File: config.mk
export PLATFORM = sky130hd
export DESIGN_NAME = fp_int_mul_bitserial
export DESIGN_NICKNAME = d
export VERILOG_FILES = /design/src/rtl/fp_int_mul_bitserial.sv
export SDC_FILE = /design/constraint.sdc
export NUM_CORES = 1
export LEC_CHECK = 0
export CORE_UTILIZATION = 40
export CTS_BUF_LIST = sky130_fd_sc_hd__clkbuf_2
export CTS_CLUSTER_SIZE = 20
export DETAILED_ROUTE_END_ITERATION = 8
export PLACE_DENSITY = 0.67
export SETUP_SLACK_MARGIN = 0.4
export SLEW_MARGIN = 20
export SYNTH_ARGS = -nofsm -noshare
export SYNTH_HDL_FRONTEND = slang
export SYNTH_SLANG_ARGS = --single-unit
export TNS_END_PERCENT = 100
File: constraint.sdc
create_clock -name clk -period 4.6 [get_ports clk]
set_input_delay 0.46 -clock clk [delete_from_list [all_inputs] [get_ports clk]]
set_output_delay 0.46 -clock clk [all_outputs]
set_load 0.01 [all_outputs]
File: src/rtl/fp_int_mul_bitserial.sv
// ---------------------------------------------------------------------------
// fp_int_mul_bitserial
//   Multiplies an FP16 activation by a bit-serial integer weight (MSB first).
//   The activation's significand {hidden, mantissa} is shift-and-add
//   accumulated against the weight bits; the activation exponent passes
//   through unchanged. The result is sign/magnitude: out_mant is an unsigned
//   fixed-point magnitude with 10 fraction bits.
//
// Configuration macro:
//   FP_INT_MUL_UNSIGNED_W_EN - adds input w_unsigned; when latched high the
//                              weight is treated as unsigned (MSB adds).
//
// Ports:
//   clk, rst        clock, synchronous active-high reset
//   in_valid/ready  activation + precision offer (ready only in IDLE)
//   act             FP16 activation
//   precision       weight bit count (clamped to 2..MAX_PREC)
//   w_bit/w_valid   serial weight bit and its qualifier
//   out_valid/ready result handshake
//   out_sign        product sign
//   out_exp         activation exponent
//   out_mant        product magnitude (MANT_W bits, 10 fraction bits)
// ---------------------------------------------------------------------------
module fp_int_mul_bitserial #(
  parameter int ACT_WIDTH = 16,
  parameter int MAX_PREC  = 8,
  parameter int MANT_W    = 11 + MAX_PREC
) (
  input  logic                 clk,
  input  logic                 rst,
  input  logic                 in_valid,
  output logic                 in_ready,
  input  logic [ACT_WIDTH-1:0] act,
  input  logic [3:0]           precision,
`ifdef FP_INT_MUL_UNSIGNED_W_EN
  input  logic                 w_unsigned,
`endif
  input  logic                 w_bit,
  input  logic                 w_valid,
  output logic                 out_valid,
  input  logic                 out_ready,
  output logic                 out_sign,
  output logic [4:0]           out_exp,
  output logic [MANT_W-1:0]    out_mant
);

  localparam logic [3:0] MAX_PREC_C = 4'(MAX_PREC);

  typedef enum logic [1:0] {
    ST_IDLE  = 2'd0,
    ST_ACCUM = 2'd1,
    ST_DONE  = 2'd2
  } state_t;

  state_t                 state_r;
  logic [ACT_WIDTH-1:0]   act_r;
  logic [3:0]             prec_r;
  logic [3:0]             cnt_r;
  // Two's complement accumulator; one bit wider than the output magnitude.
  logic [MANT_W:0]        acc_r;
  logic                   in_ready_r;
  logic                   out_valid_r;
  logic                   out_sign_r;
  logic [4:0]             out_exp_r;
  logic [MANT_W-1:0]      out_mant_r;
  logic                   w_uns_s;

  logic [3:0]             eff_prec_s;
  logic [10:0]            m_s;
  logic [MANT_W:0]        term_s;
  logic [MANT_W:0]        acc_shift_s;
  logic [MANT_W:0]        acc_next_s;
  logic [3:0]             cnt_next_s;
  logic                   last_bit_s;
  logic                   sub_first_s;
  logic [MANT_W-1:0]      mag_s;
  logic                   sign_s;

`ifdef FP_INT_MUL_UNSIGNED_W_EN
  logic                   w_uns_r;
  assign w_uns_s = w_uns_r;
`else
  assign w_uns_s = 1'b0;
`endif

  // Clamp the requested precision into the legal 2..MAX_PREC range.
  always_comb begin
    eff_prec_s = precision;
    if (precision < 4'd2) begin
      eff_prec_s = 4'd2;
    end else if (precision > MAX_PREC_C) begin
      eff_prec_s = MAX_PREC_C;
    end else begin
      eff_prec_s = precision;
    end
  end

  // Next accumulator value for the current weight bit, plus the result view.
  always_comb begin
    // Hidden bit is 0 for zero/subnormal activations.
    m_s         = {(act_r[14:10] != 5'd0), act_r[9:0]};
    acc_shift_s = {acc_r[MANT_W-1:0], 1'b0};
    term_s      = {(MANT_W+1){1'b0}};
    if (w_bit) begin
      term_s = {{(MANT_W-10){1'b0}}, m_s};
    end else begin
      term_s = {(MANT_W+1){1'b0}};
    end
    // The weight MSB carries negative weight unless the weight is unsigned.
    sub_first_s = (cnt_r == 4'd0) && !w_uns_s;
    if (sub_first_s) begin
      acc_next_s = acc_shift_s - term_s;
    end else begin
      acc_next_s = acc_shift_s + term_s;
    end
    cnt_next_s = cnt_r + 4'd1;
    last_bit_s = (cnt_next_s == prec_r);
    // Magnitude always fits MANT_W bits, so negating the low bits suffices.
    if (acc_next_s[MANT_W]) begin
      mag_s = ~acc_next_s[MANT_W-1:0] + {{(MANT_W-1){1'b0}}, 1'b1};
    end else begin
      mag_s = acc_next_s[MANT_W-1:0];
    end
    if (mag_s == {MANT_W{1'b0}}) begin
      sign_s = 1'b0;
    end else begin
      sign_s = act_r[ACT_WIDTH-1] ^ acc_next_s[MANT_W];
    end
  end

  // Control FSM with datapath state and registered outputs.
  always_ff @(posedge clk) begin
    if (rst) begin
      state_r     <= ST_IDLE;
      act_r       <= {ACT_WIDTH{1'b0}};
      prec_r      <= 4'd2;
      cnt_r       <= 4'd0;
      acc_r       <= {(MANT_W+1){1'b0}};
      in_ready_r  <= 1'b1;
      out_valid_r <= 1'b0;
      out_sign_r  <= 1'b0;
      out_exp_r   <= 5'd0;
      out_mant_r  <= {MANT_W{1'b0}};
`ifdef FP_INT_MUL_UNSIGNED_W_EN
      w_uns_r     <= 1'b0;
`endif
    end else begin
      case (state_r)
        ST_IDLE: begin
          if (in_valid) begin
            act_r      <= act;
            prec_r     <= eff_prec_s;
            cnt_r      <= 4'd0;
            acc_r      <= {(MANT_W+1){1'b0}};
            in_ready_r <= 1'b0;
            state_r    <= ST_ACCUM;
`ifdef FP_INT_MUL_UNSIGNED_W_EN
            w_uns_r    <= w_unsigned;
`endif
          end
        end
        ST_ACCUM: begin
          // w_valid low is a stall: everything holds.
          if (w_valid) begin
            acc_r <= acc_next_s;
            cnt_r <= cnt_next_s;
            if (last_bit_s) begin
              state_r     <= ST_DONE;
              out_valid_r <= 1'b1;
              out_mant_r  <= mag_s;
              out_sign_r  <= sign_s;
              out_exp_r   <= act_r[14:10];
            end
          end
        end
        ST_DONE: begin
          // No bypass: in_ready rises only once back in IDLE.
          if (out_ready) begin
            out_valid_r <= 1'b0;
            in_ready_r  <= 1'b1;
            state_r     <= ST_IDLE;
          end
        end
        default: begin
          state_r     <= ST_IDLE;
          in_ready_r  <= 1'b1;
          out_valid_r <= 1'b0;
        end
      endcase
    end
  end

  assign in_ready  = in_ready_r;
  assign out_valid = out_valid_r;
  assign out_sign  = out_sign_r;
  assign out_exp   = out_exp_r;
  assign out_mant  = out_mant_r;

endmodule

# --- After elaboration in Yosys (flattened, before gate mapping) ---
# Index checks and enable logic that the tools add are counted.
word_totals:
  out_inout_bits: 27
  in_bits: 26
  reg_bits: 72
classes:
  eq_ne: 7
  n_lt_le_gt_ge: 2
  n_reduce_logical: 11
  add_sub_neg: 4
  n_mux: 24
  bitwise: 4
op_table:
  columns: ["cell", "count"]
  rows:
  - ["$mux W19", 3]
  - ["$pmux W19 S2", 1]
  - ["$add A20 B11 Y20", 1]
  - ["$mux W20", 1]
  - ["$sub A20 B11 Y20", 1]
  - ["$add A19 B1 Y19 const B", 1]
  - ["$logic_not A19 Y1", 1]
  - ["$not A19 Y19", 1]
  - ["$mux W4", 4]
  - ["$mux W11", 1]
  - ["$reduce_and A3 Y1", 3]
  - ["$mux W2", 4]
  - ["$ne A2 B2 Y1 const B", 4]
  - ["$pmux W4 S2", 1]
  - ["$reduce_and A4 Y1", 2]
  - ["$mux W1", 6]
  - ["$pmux W1 S3", 2]
  - ["$pmux W2 S3", 1]
  - ["$reduce_bool A5 Y1", 1]
  - ["$add A4 B1 Y4 const B", 1]
  - ["$eq A4 B4 Y1", 1]
  - ["$gt A4 B4 Y1 const B", 1]
  - ["$logic_not A4 Y1", 1]
  - ["$lt A4 B2 Y1 const B", 1]
  - ["7 further kinds", 8]

# --- Longest topological paths before layout ---
# Gate-level depths: netlist (run 1).
depth:
  depth_word: 9
  mapped_depth: 18

# --- Worst setup path after synthesis (run 1) ---
# OpenSTA, ideal clock, no wires.
synth_timing:
  path_type: "in2reg"
  startpoint: "in w_bit"
  endpoint: "reg out_sign_r (netlist: out_sign)"
  setup_slack_ns: 0.774
  arrival_time_ns: 3.689
  required_ns: 4.463
  cell_stages: 17
  n_path_buf: 2
  cell_sequence: "clkbuf_1 -> nand2_1 -> inv_1 -> ha_1 -> inv_1 -> fa_1 -> o21bai_1 -> a211o_1 -> a2111oi_4 -> nor4_1 -> o21a_1 -> xor2_1 -> clkbuf_1 -> o21ai_0 -> xnor2_1 -> a2111oi_1 -> a31oi_1"
synth_via:
  elab_chain_cells: 8
  word_cells_on_any_way: 10
synth_rtl:
  columns: ["element", "line", "rtl"]
  rows:
  - ["from (decl)", "38", "input logic w_bit,"]
  - ["$mux W11 *", "104", "if (w_bit) begin"]
  - ["$add A20 B11 Y20 / $sub A20 B11 Y20 (equally long branches)", "114, 112", null]
  - ["$mux W20 *", "111", "if (sub_first_s) begin"]
  - ["$not A19 Y19", "120", "mag_s = ~acc_next_s[MANT_W-1:0] + {{(MANT_W-1){1'b0}}, 1'b1};"]
  - ["$add A19 B1 Y19", "120", null]
  - ["$mux W19", "119", "if (acc_next_s[MANT_W]) begin"]
  - ["$logic_not A19 Y1", "124", "if (mag_s == {MANT_W{1'b0}}) begin"]
  - ["$mux W1 *", "124", null]
  - ["to (signal assigned)", "171", "out_sign_r <= sign_s;"]
  - ["to (decl)", "63", "logic out_sign_r;"]
# Mark *: on every way between the ends. The rest lies on a longest branch, timed or not.
# A chain may end at the register's enable or synchronous reset.

# --- Worst setup path in the final report (run 1) ---
layout_timing:
  startpoint: "reg act_r[11]"
  endpoint: "reg out_sign_r (netlist: out_sign)"
layout_via:
  elab_chain_cells: 9
  word_cells_on_any_way: 11
layout_rtl:
  columns: ["element", "line", "rtl"]
  rows:
  - ["from (decl)", "56", "logic [ACT_WIDTH-1:0] act_r;"]
  - ["from (signal assigned)", "135", "act_r <= {ACT_WIDTH{1'b0}};"]
  - ["from (signal assigned)", "151", "act_r <= act;"]
  - ["$reduce_bool A5 Y1 *", "101", "m_s = {(act_r[14:10] != 5'd0), act_r[9:0]};"]
  - ["$mux W11 *", "104", null]
  - ["$add A20 B11 Y20 / $sub A20 B11 Y20 (equally long branches)", "114, 112", null]
  - ["$mux W20 *", "111", null]
  - ["$not A19 Y19", "120", null]
  - ["$add A19 B1 Y19", "120", null]
  - ["$mux W19", "119", null]
  - ["$logic_not A19 Y1", "124", null]
  - ["$mux W1 *", "124", null]
# Marks and branches as above.

==> results of run 1 <==
cell type report:
cell class / instances / area [um^2]
Clock inverter: 7 / 93.8
Timing Repair Buffer: 106 / 936
Clock buffer: 9 / 45.0
Multi-Input combinational cell: 511 / 3290
Fill cell: 1172 / 5850
Sequential cell: 72 / 1440
Inverter: 31 / 116
Tap cell: 147 / 184
placed cells by master (no fill, tap or decap), types with 3 or more instances in the layout:
| cell type | Yosys | routed |
|---|---|---|
| a21oi_1 | 69 | 69 |
| ha_1 | 23 | 23 |
| xor2_1 | 13 | 13 |
| nor2_1 | 86 | 86 |
| a22oi_1 | 17 | 17 |
| or3_1 | 5 | 5 |
| xnor2_1 | 21 | 21 |
| a21o_1 | 4 | 4 |
| clkbuf_2 | 0 | 9 |
| o2111ai_1 | 3 | 3 |
| a211oi_1 | 4 | 4 |
| nand3_1 | 15 | 15 |
| o21ai_0 | 23 | 21 |
| and3_1 | 7 | 7 |
| dfxtp_1 | 72 | 71 |
| buf_4 | 0 | 53 |
| and2_1 | 7 | 7 |
| inv_1 | 31 | 31 |
| nor2b_1 | 11 | 11 |
| or4_1 | 4 | 3 |
| mux2i_1 | 13 | 13 |
| a41oi_1 | 4 | 4 |
| nand2_1 | 80 | 80 |
| nor3_1 | 14 | 13 |
| nand2b_1 | 11 | 11 |
| o21bai_1 | 3 | 3 |
| nor4_1 | 6 | 5 |
| a31oi_1 | 5 | 5 |
| nand4_1 | 6 | 6 |
| o211ai_1 | 3 | 3 |
| clkdlybuf4s50_1 | 0 | 50 |
state kept, by name, indices dropped and copies added, names as in the netlist, 2 cells and up:
name      cells
acc_r        19
out_mant     19
act_r        16
out_exp       5
cnt_r         4
prec_r        4
state_r       2
metrics by stage:
step	util	cell area, um^2	setup TNS, ps
after floorplan	-	4900	0
after global placement	0.490	5870	0
after detailed placement	0.490	5870	-41.1
after CTS	0.502	6000	0
after global routing	0.511	6110	0
final	0.511	6110	0
power groups by stage:
stage                     registers [W]  logic (W)  clock network, W
final                          0.000674    0.00115          0.000423
after global routing           0.000677    0.00126          0.000461
after CTS                      0.000672    0.00108          0.000434
after detailed placement       0.000684    0.00108                 0
after global placement         0.000684    0.00107                 0
after floorplan                0.000675   0.000702                 0
metal layers:
metal  vias to the layer above  wire (um)
met5                         -          0
met4                         0        312
met3                        20        630
met2                       118       6400
met1                      2265       6210
li1                       2445          -
what timing repair did:
action / 4_1_cts / 5_1_grt
hold buffers: 0 / 0
buffers inserted: 0 / 2
setup endpoints to repair: 0 / 8
gates resized for setup: 0 / 19
hold endpoints to repair: 0 / 0
worst min path at each step:
stage	end	slack (ps)	depth (start not counted)
after CTS	acc_r[6]	310	2
after detailed placement	act_r[2]	450	2
after global routing	acc_r[6]	340	2
after floorplan	act_r[0]	440	2
final	acc_r[6]	340	2
after global placement	act_r[3]	450	2
kinds of logic (layout without fill, tap and decap cells):
| group | Yosys count | count (layout) | share of synthesized area |
|---|---|---|---|
| AOI/OAI and AO/OA | 170 | 170 | 0.232 |
| buffers and inverters | 67 | 153 | 0.0521 |
| adders and majority gates | 25 | 25 | 0.0669 |
| muxes | 13 | 13 | 0.0265 |
| xor gates and xnor gates | 37 | 37 | 0.0707 |
| and+or+nand+nor | 266 | 266 | 0.258 |
| DFF | 72 | 72 | 0.294 |
==> metrics list, run 1 <==
- The worst-case IR drop observed on VDD is approximately 0.2 mV.
* Max Transition Viols Final: 0
- Count of routing violations after the opening detailed-route iteration: around 310
* Final antenna-violating net count: 0
- Total global routing track utilization: 0.218
- Tracing the worst setup path back leads to its startpoint at act_r[11].
* Capture point of the critical path: out_sign
* Sum of routed wire length over all layers: between 10000 and 15000 um
- Clock-pin slew was measured on the worst setup and hold paths at about 220 ps.
- The total area inside the core boundary comes to 0.0120 mm^2.
- Distinct cell type count of the synthesized netlist: between 70 and 80
- Crit path capture type: register
* Count of final hold-check violations: 0
- IO Pins: 53
- Cell accounting for the most synthesized area: dfxtp_1
- Worst Reg2Reg Path Length in Cells: 17
- From left edge to right edge, the die measures 113 um.
* First-pass GRT wire length: roughly 22000 um
* Largest stage delay on the critical path: about 560 ps
- FFs w/ async S/R, synth: 0
- In the post-synthesis netlist, the cell with the most instances is nor2_1.
- met2 is the most crowded layer.
- Fraction of final layout cells sized beyond drive strength 1: 0.133
- Biggest area contributors in the synthesized netlist: dfxtp_1 29%, a21oi_1 7.0%, nor2_1 6.6%
- In the routed design, unresolved DRC markers number 0.
- Total number of yosys warnings: 0
- The share of total power dissipated in combinational logic is 0.513.
- The number of antenna diodes in the final layout is 0.
* Clock root buffer master: clkbuf_2
* Least-Margin Pin Slew: 764 ps
- Worst slack after detailed placement: -41.1 ps
- The worst setup path is launched from a register.
* Number of buffers created by CTS: 9
- The clock drives 72 sinks.
- Once detailed placement completed, the half-perimeter wirelength came to between 10000 and 15000 um.
* Wire per inst: 15.3 um
* Count of input and output buffers: 52
- Drt pass-1 iters: 4
- Entering global routing, the biggest net connects 44 pins.
- List of cells traversed by the critical path: or4_4, o21ai_4, ha_1, buf_4, and2_1, a221oi_2, inv_1, buf_4, a21o_1, a211oi_4, nor4b_4, buf_4, nand2_1, o21ai_1, xnor2_1, a2111oi_4, a31oi_1
- Via-to-Cell Ratio: 5.49
- Dividing the synthesized area by the synthesized cell count gives approximately 7.5 um^2.
- The largest individual stage delay along the critical path comes from the cell or4_4.
* Time the worst path needs with I/O delays and setup: ~4000 ps
- Leading post-synthesis cells by instance count: 86 x nor2_1, 80 x nand2_1, 72 x dfxtp_1
- Ratio of total power to cell area: about 370 mW/mm^2
- The internal power of the cells totals around 0.0014 W.
- H-tree Lvls: 3
- The synthesized design contains a little over 70 register bits.
* Post-synth EDFFs: 0
* Relative slew slack: 0.490
- Along the worst path, the maximum fanout reaches 12.
- Synthesis handed over a netlist of 650 instances.
- Of the total power, the share spent switching nets is 0.397.
- Synthesized netlist net count: around 700
* Cell class contributing the biggest share of worst-path delay: compound AO/OA/AOI/OAI gates
* Cell depth of the worst setup path: 17
* Worst Skew: between 30 and 40 ps
- For this run, the top clock speed supported by timing is approximately 0.25 GHz.
- Class of the worst hold path: input pin to register
- Static leakage: approximately 2.6 nW
- For this run, global-route usage on met1 was measured as 0.279.
- Post-Layout Cell Count: slightly below 900
* Clock network fraction of total power: 0.188
- The flow ran to the end, and the final reports show no timing, DRC or antenna violations.
- The initial antenna violation count was 0.
- For this run, global-route usage on met3 was measured as 0.0370.
- After floorplanning, the core was divided into 40 placement rows.
* CTS tree: yes
* Number of cells in the design after placement: ~870
* Met2 Track Usage GR: 0.370
* Worst R2R End: out_sign
* Routed via count: roughly 4800
* Number of global-route vias before repair: roughly 4600
* Buffer and inverter count on the worst path: 4
* Sequential fraction of the synthesis area: 0.294
* Synthesized cell area: just under 0.005 mm^2
- The initial utilization of the core area, before any placement, comes to 0.410.
- Unrepaired setup endpoints after global routing: false
- Overall die area: ~0.013 mm^2
- Flip-flop cell with the highest count after synthesis: dfxtp_1
- Overflow after GRT: 0
- Path type of the worst setup path: register to register
* Sequential share of power: 0.299
* Power, Total: between 0.002 and 0.0025 W
* Final worst hold slack: 344 ps
- Net switching power: 0.000894 W
* Data arrival at the endpoint of the critical path: about 4500 ps
- Hold path start: rst
- Compared with the post-synthesis result, the final layout area differs by 24.7%.
- Fraction of the cycle the final worst path needs: 0.864
- CTS max path bufs: 2
- Height of the die: about 110 um
- Clock network latency to the later pin of the worst-skew pair: 570 ps
- After layout, the worst setup slack is around 620 ps.
- At the end of routability-driven placement, the weighted congestion stood at between 0.9 and 1.
- The final layout contains between 700 and 800 nets.
- CP dominant cell by count: buf_4
* Worst path required time: 5080 ps
- The share of synthesized area in the top cell type comes to 0.294.
* Register-to-Register Setup Slack: between 600 and 700 ps
- Across the run, the number of max-cap violations was 0.
* Crit Reg-Reg Startpoint: act_r[11]
- Setup violations remaining at the end of the flow were counted as 0.
(Power assumes the default switching activity.)
==> inputs of run 2 (changes only) <==
--- a/config.mk
+++ b/config.mk
@@ -9,6 +9,7 @@
 export CTS_BUF_LIST = sky130_fd_sc_hd__clkbuf_2
 export CTS_CLUSTER_SIZE = 20
 export DETAILED_ROUTE_END_ITERATION = 8
+export GPL_TIMING_DRIVEN = 1
 export PLACE_DENSITY = 0.67
 export SETUP_SLACK_MARGIN = 0.4
 export SLEW_MARGIN = 20
==> results of run 2 <==
No change in the layout: final DEF, timing and power equal those of run 1.
==> inputs of run 3 (changes only) <==
--- a/config.mk
+++ b/config.mk
@@ -5,6 +5,7 @@
 export SDC_FILE = /design/constraint.sdc
 export NUM_CORES = 1
 export LEC_CHECK = 0
+export CORE_ASPECT_RATIO = 1.5
 export CORE_UTILIZATION = 40
 export CTS_BUF_LIST = sky130_fd_sc_hd__clkbuf_2
 export CTS_CLUSTER_SIZE = 20
==> metrics list, run 3 (synthesized netlist as in run 1, its figures left out) <==
- The number of nets still failing antenna checks after routing was 0 (unchanged).
- The slack of the worst reg-to-reg path came to 610 ps (about the same).
- Number of max-cap violations: 0 (unchanged)
- Initial Util: 0.410 (about the same)
- Height of the die: 138 um (+22%)
* Count of final hold-check violations: 0 (unchanged)
- The data required time of the critical path came to 5040 ps (-40 ps).
- Commonest non-fill, non-tap cells in the layout: 85 x nor2_1, 80 x nand2_1, 72 x dfxtp_1
* Max Transition Viols Final: 0 (unchanged)
- The worst max-slew margin expressed relative to the limit came to 0.309 (-0.181).
* Total global routing track utilization: 0.236 (+0.0173)
- Sum of routed wire length over all layers: 14700 um (+8.4%)
* Clock root buffer master: clkbuf_2
- Least-Margin Pin Slew: 1030 ps (+270 ps)
* List of cells traversed by the critical path: or4_4, o21ai_2, ha_1, inv_1, o311a_1, o31ai_1, buf_4, nor3_1, o21ai_0, a222oi_1, buf_4, a41oi_1, xnor2_1, nor3b_1, a31oi_1
- The CTS buffer count is 9 (unchanged).
- The final count of negative-setup-slack endpoints came to 0 (unchanged).
- The leakage power summed over all cells is 2.63 nW (+0.96%).
* Fraction of the cycle the final worst path needs: 0.867 (+0.00260)
- The flow ran to the end, and the final reports show no timing, DRC or antenna violations.
- The share of final-layout standard cells stronger than drive strength 1 is 0.141 (+0.00760).
* Overall die area: 0.0127 mm^2 (about the same)
* Detailed Place HPWL: 11400 um (+11%)
- The CTS sink count is 72 (unchanged).
- The area growth from synthesis to layout is 24.8% (about the same).
- Final core area utilization: 0.512 (+0.000582)
- Maximum number of pins on one net before global-route repair: 72 (+64%)
- Leading cell type in the layout, fill and taps excluded: nor2_1
* Clock network latency to the later pin of the worst-skew pair: 570 ps (about the same)
- Path type of the worst setup path: register to register
- Class of the worst hold path: input pin to register
* Fmax: 0.251 GHz (-0.30%)
- The final setup slack of the worst path came to 611 ps (-11.9 ps).
- The worst clock skew came to 44.3 ps (+12.7 ps).
- Among the stages of the critical path, the cell type that occurs most often is buf_4.
* Biggest fanout along the worst timing path: 3 (-9)
- The number of nets in the layout came to 792 (+1.3%).
- The total power density per cell area is 361 mW/mm^2 (-1.8%).
* Worst slack after detailed placement: -31.1 ps (+10.0 ps)
- The leftover overflow at the end of global routing was 0 (unchanged).
* Clock-pin slew reported for the worst setup and hold paths after clock tree synthesis: 210 ps (about the same)
- The routed wirelength normalized by instance count is 16.3 um (+6.3%).
- The number of port buffers was 52 (unchanged).
- Data arrival at the endpoint of the critical path: 4430 ps (-30 ps)
* Critical Path Start Type: register
- The setup TNS is 0 ps (unchanged).
- The initial antenna violation count is 0 (unchanged).
- CTS tree: yes
- The routability congestion estimate from global placement was 0.984 (+8.8%).
- CTS max path bufs: 2 (unchanged)
- The worst voltage drop across the vdd grid came to 0.220 mV (+9.0%).
- The vias per cell was 5.64 (+2.7%).
* H-tree Lvls: 3 (unchanged)
- Area of the core: 0.0120 mm^2 (about the same)
* IO Pins: 53 (unchanged)
- The first-pass GRT wire length came to 23200 um (+5.8%).
- Total number of placement rows: 49 (+23%)
* Routed via count: 5076 (+4.7%)
* Crit path capture type: register
- The via count of the first global-routing pass was 4828 (+6.1%).
- The initial DRC count was 287 (-8.6%).
- Unrepaired setup endpoints after global routing: false
- The number of detailed-routing iterations run before antenna repair came to 5 (+1).
- Largest stage delay on the critical path: 560 ps (about the same)
* Width of the die: 92.4 um (-18%)
- Slowest cell on crit path: or4_4
* Time the worst path needs with I/O delays and setup: 3990 ps (+11.9 ps)
- DRC violations left: 0 (unchanged)
-- run 3: area by class of cell --
| cell class | count | area (um^2) |
|---|---|---|
| inverters | 31 | 116 |
| repair buffers | 116 | 1010 |
| well taps | 153 | 191 |
| diodes | 1 | 2.50 |
| flip-flops and latches | 72 | 1440 |
| clock buffers | 10 | 50.0 |
| multi-input cells | 511 | 3240 |
| clock inverters | 6 | 67.6 |
| fillers | 1170 | 5840 |
-- run 3: worst max-delay path: cells and delay by family (launching register included) --
| kind | cells | cell delay (ps) |
|---|---|---|
| AO/OA/AOI/OAI | 7 | 1380 |
| XOR/XNOR | 1 | 300 |
| adder cells (fa/ha/maj) | 1 | 270 |
| buffers and inverters | 3 | 520 |
| flip-flops | 1 | 370 |
| AND/OR/NAND/NOR | 3 | 1050 |
-- run 3: what timing repair did --
action	CTS	global route
hold buffers	0	0
resized for setup	1	7
endpoints found under the setup margin	1	7
pin swaps	0	5
gates cloned	0	0
setup buffers	0	2
-- run 3: worst paths after layout --
path / from / endpoint / cells after the start
worst max-delay path: act_r[11] / out_sign / 15
worst min-delay path: rst / in_ready / 2
worst max register to register: act_r[11] / out_sign / 15
worst min register to register: act_r[1] / act_r[1] / 2
-- run 3: through the flow --
step / power [W] / hold WS, ps / cells / area (um^2)
after floorplan: 0.00138 / 437 / 650 / 4900
final: 0.00221 / 109 / 900 / 6120
after global placement: 0.00180 / 442 / 881 / 5950
after detailed placement: 0.00181 / 452 / 881 / 5950
after global routing: 0.00233 / 80.5 / 899 / 6110
after CTS: 0.00219 / 71.5 / 897 / 6070
-- run 3: power breakdown --
group	leakage [nW]	switching (W)	internal (W)	total, W
Sequential	0.585	0.0000253	0.000648	0.000674
Combinational	1.98	0.000623	0.000537	0.00116
Clock	0.0689	0.000246	0.000130	0.000377
Total	2.63	0.000895	0.00132	0.00221
-- run 3: per-layer routing --
layer | part of all wire | GRT usage
met1 | 0.38 | 0.250
met2 | 0.52 | 0.427
met3 | 0.040 | 0.0315
met4 | 0.058 | 0.167
met5 | 0 | 0
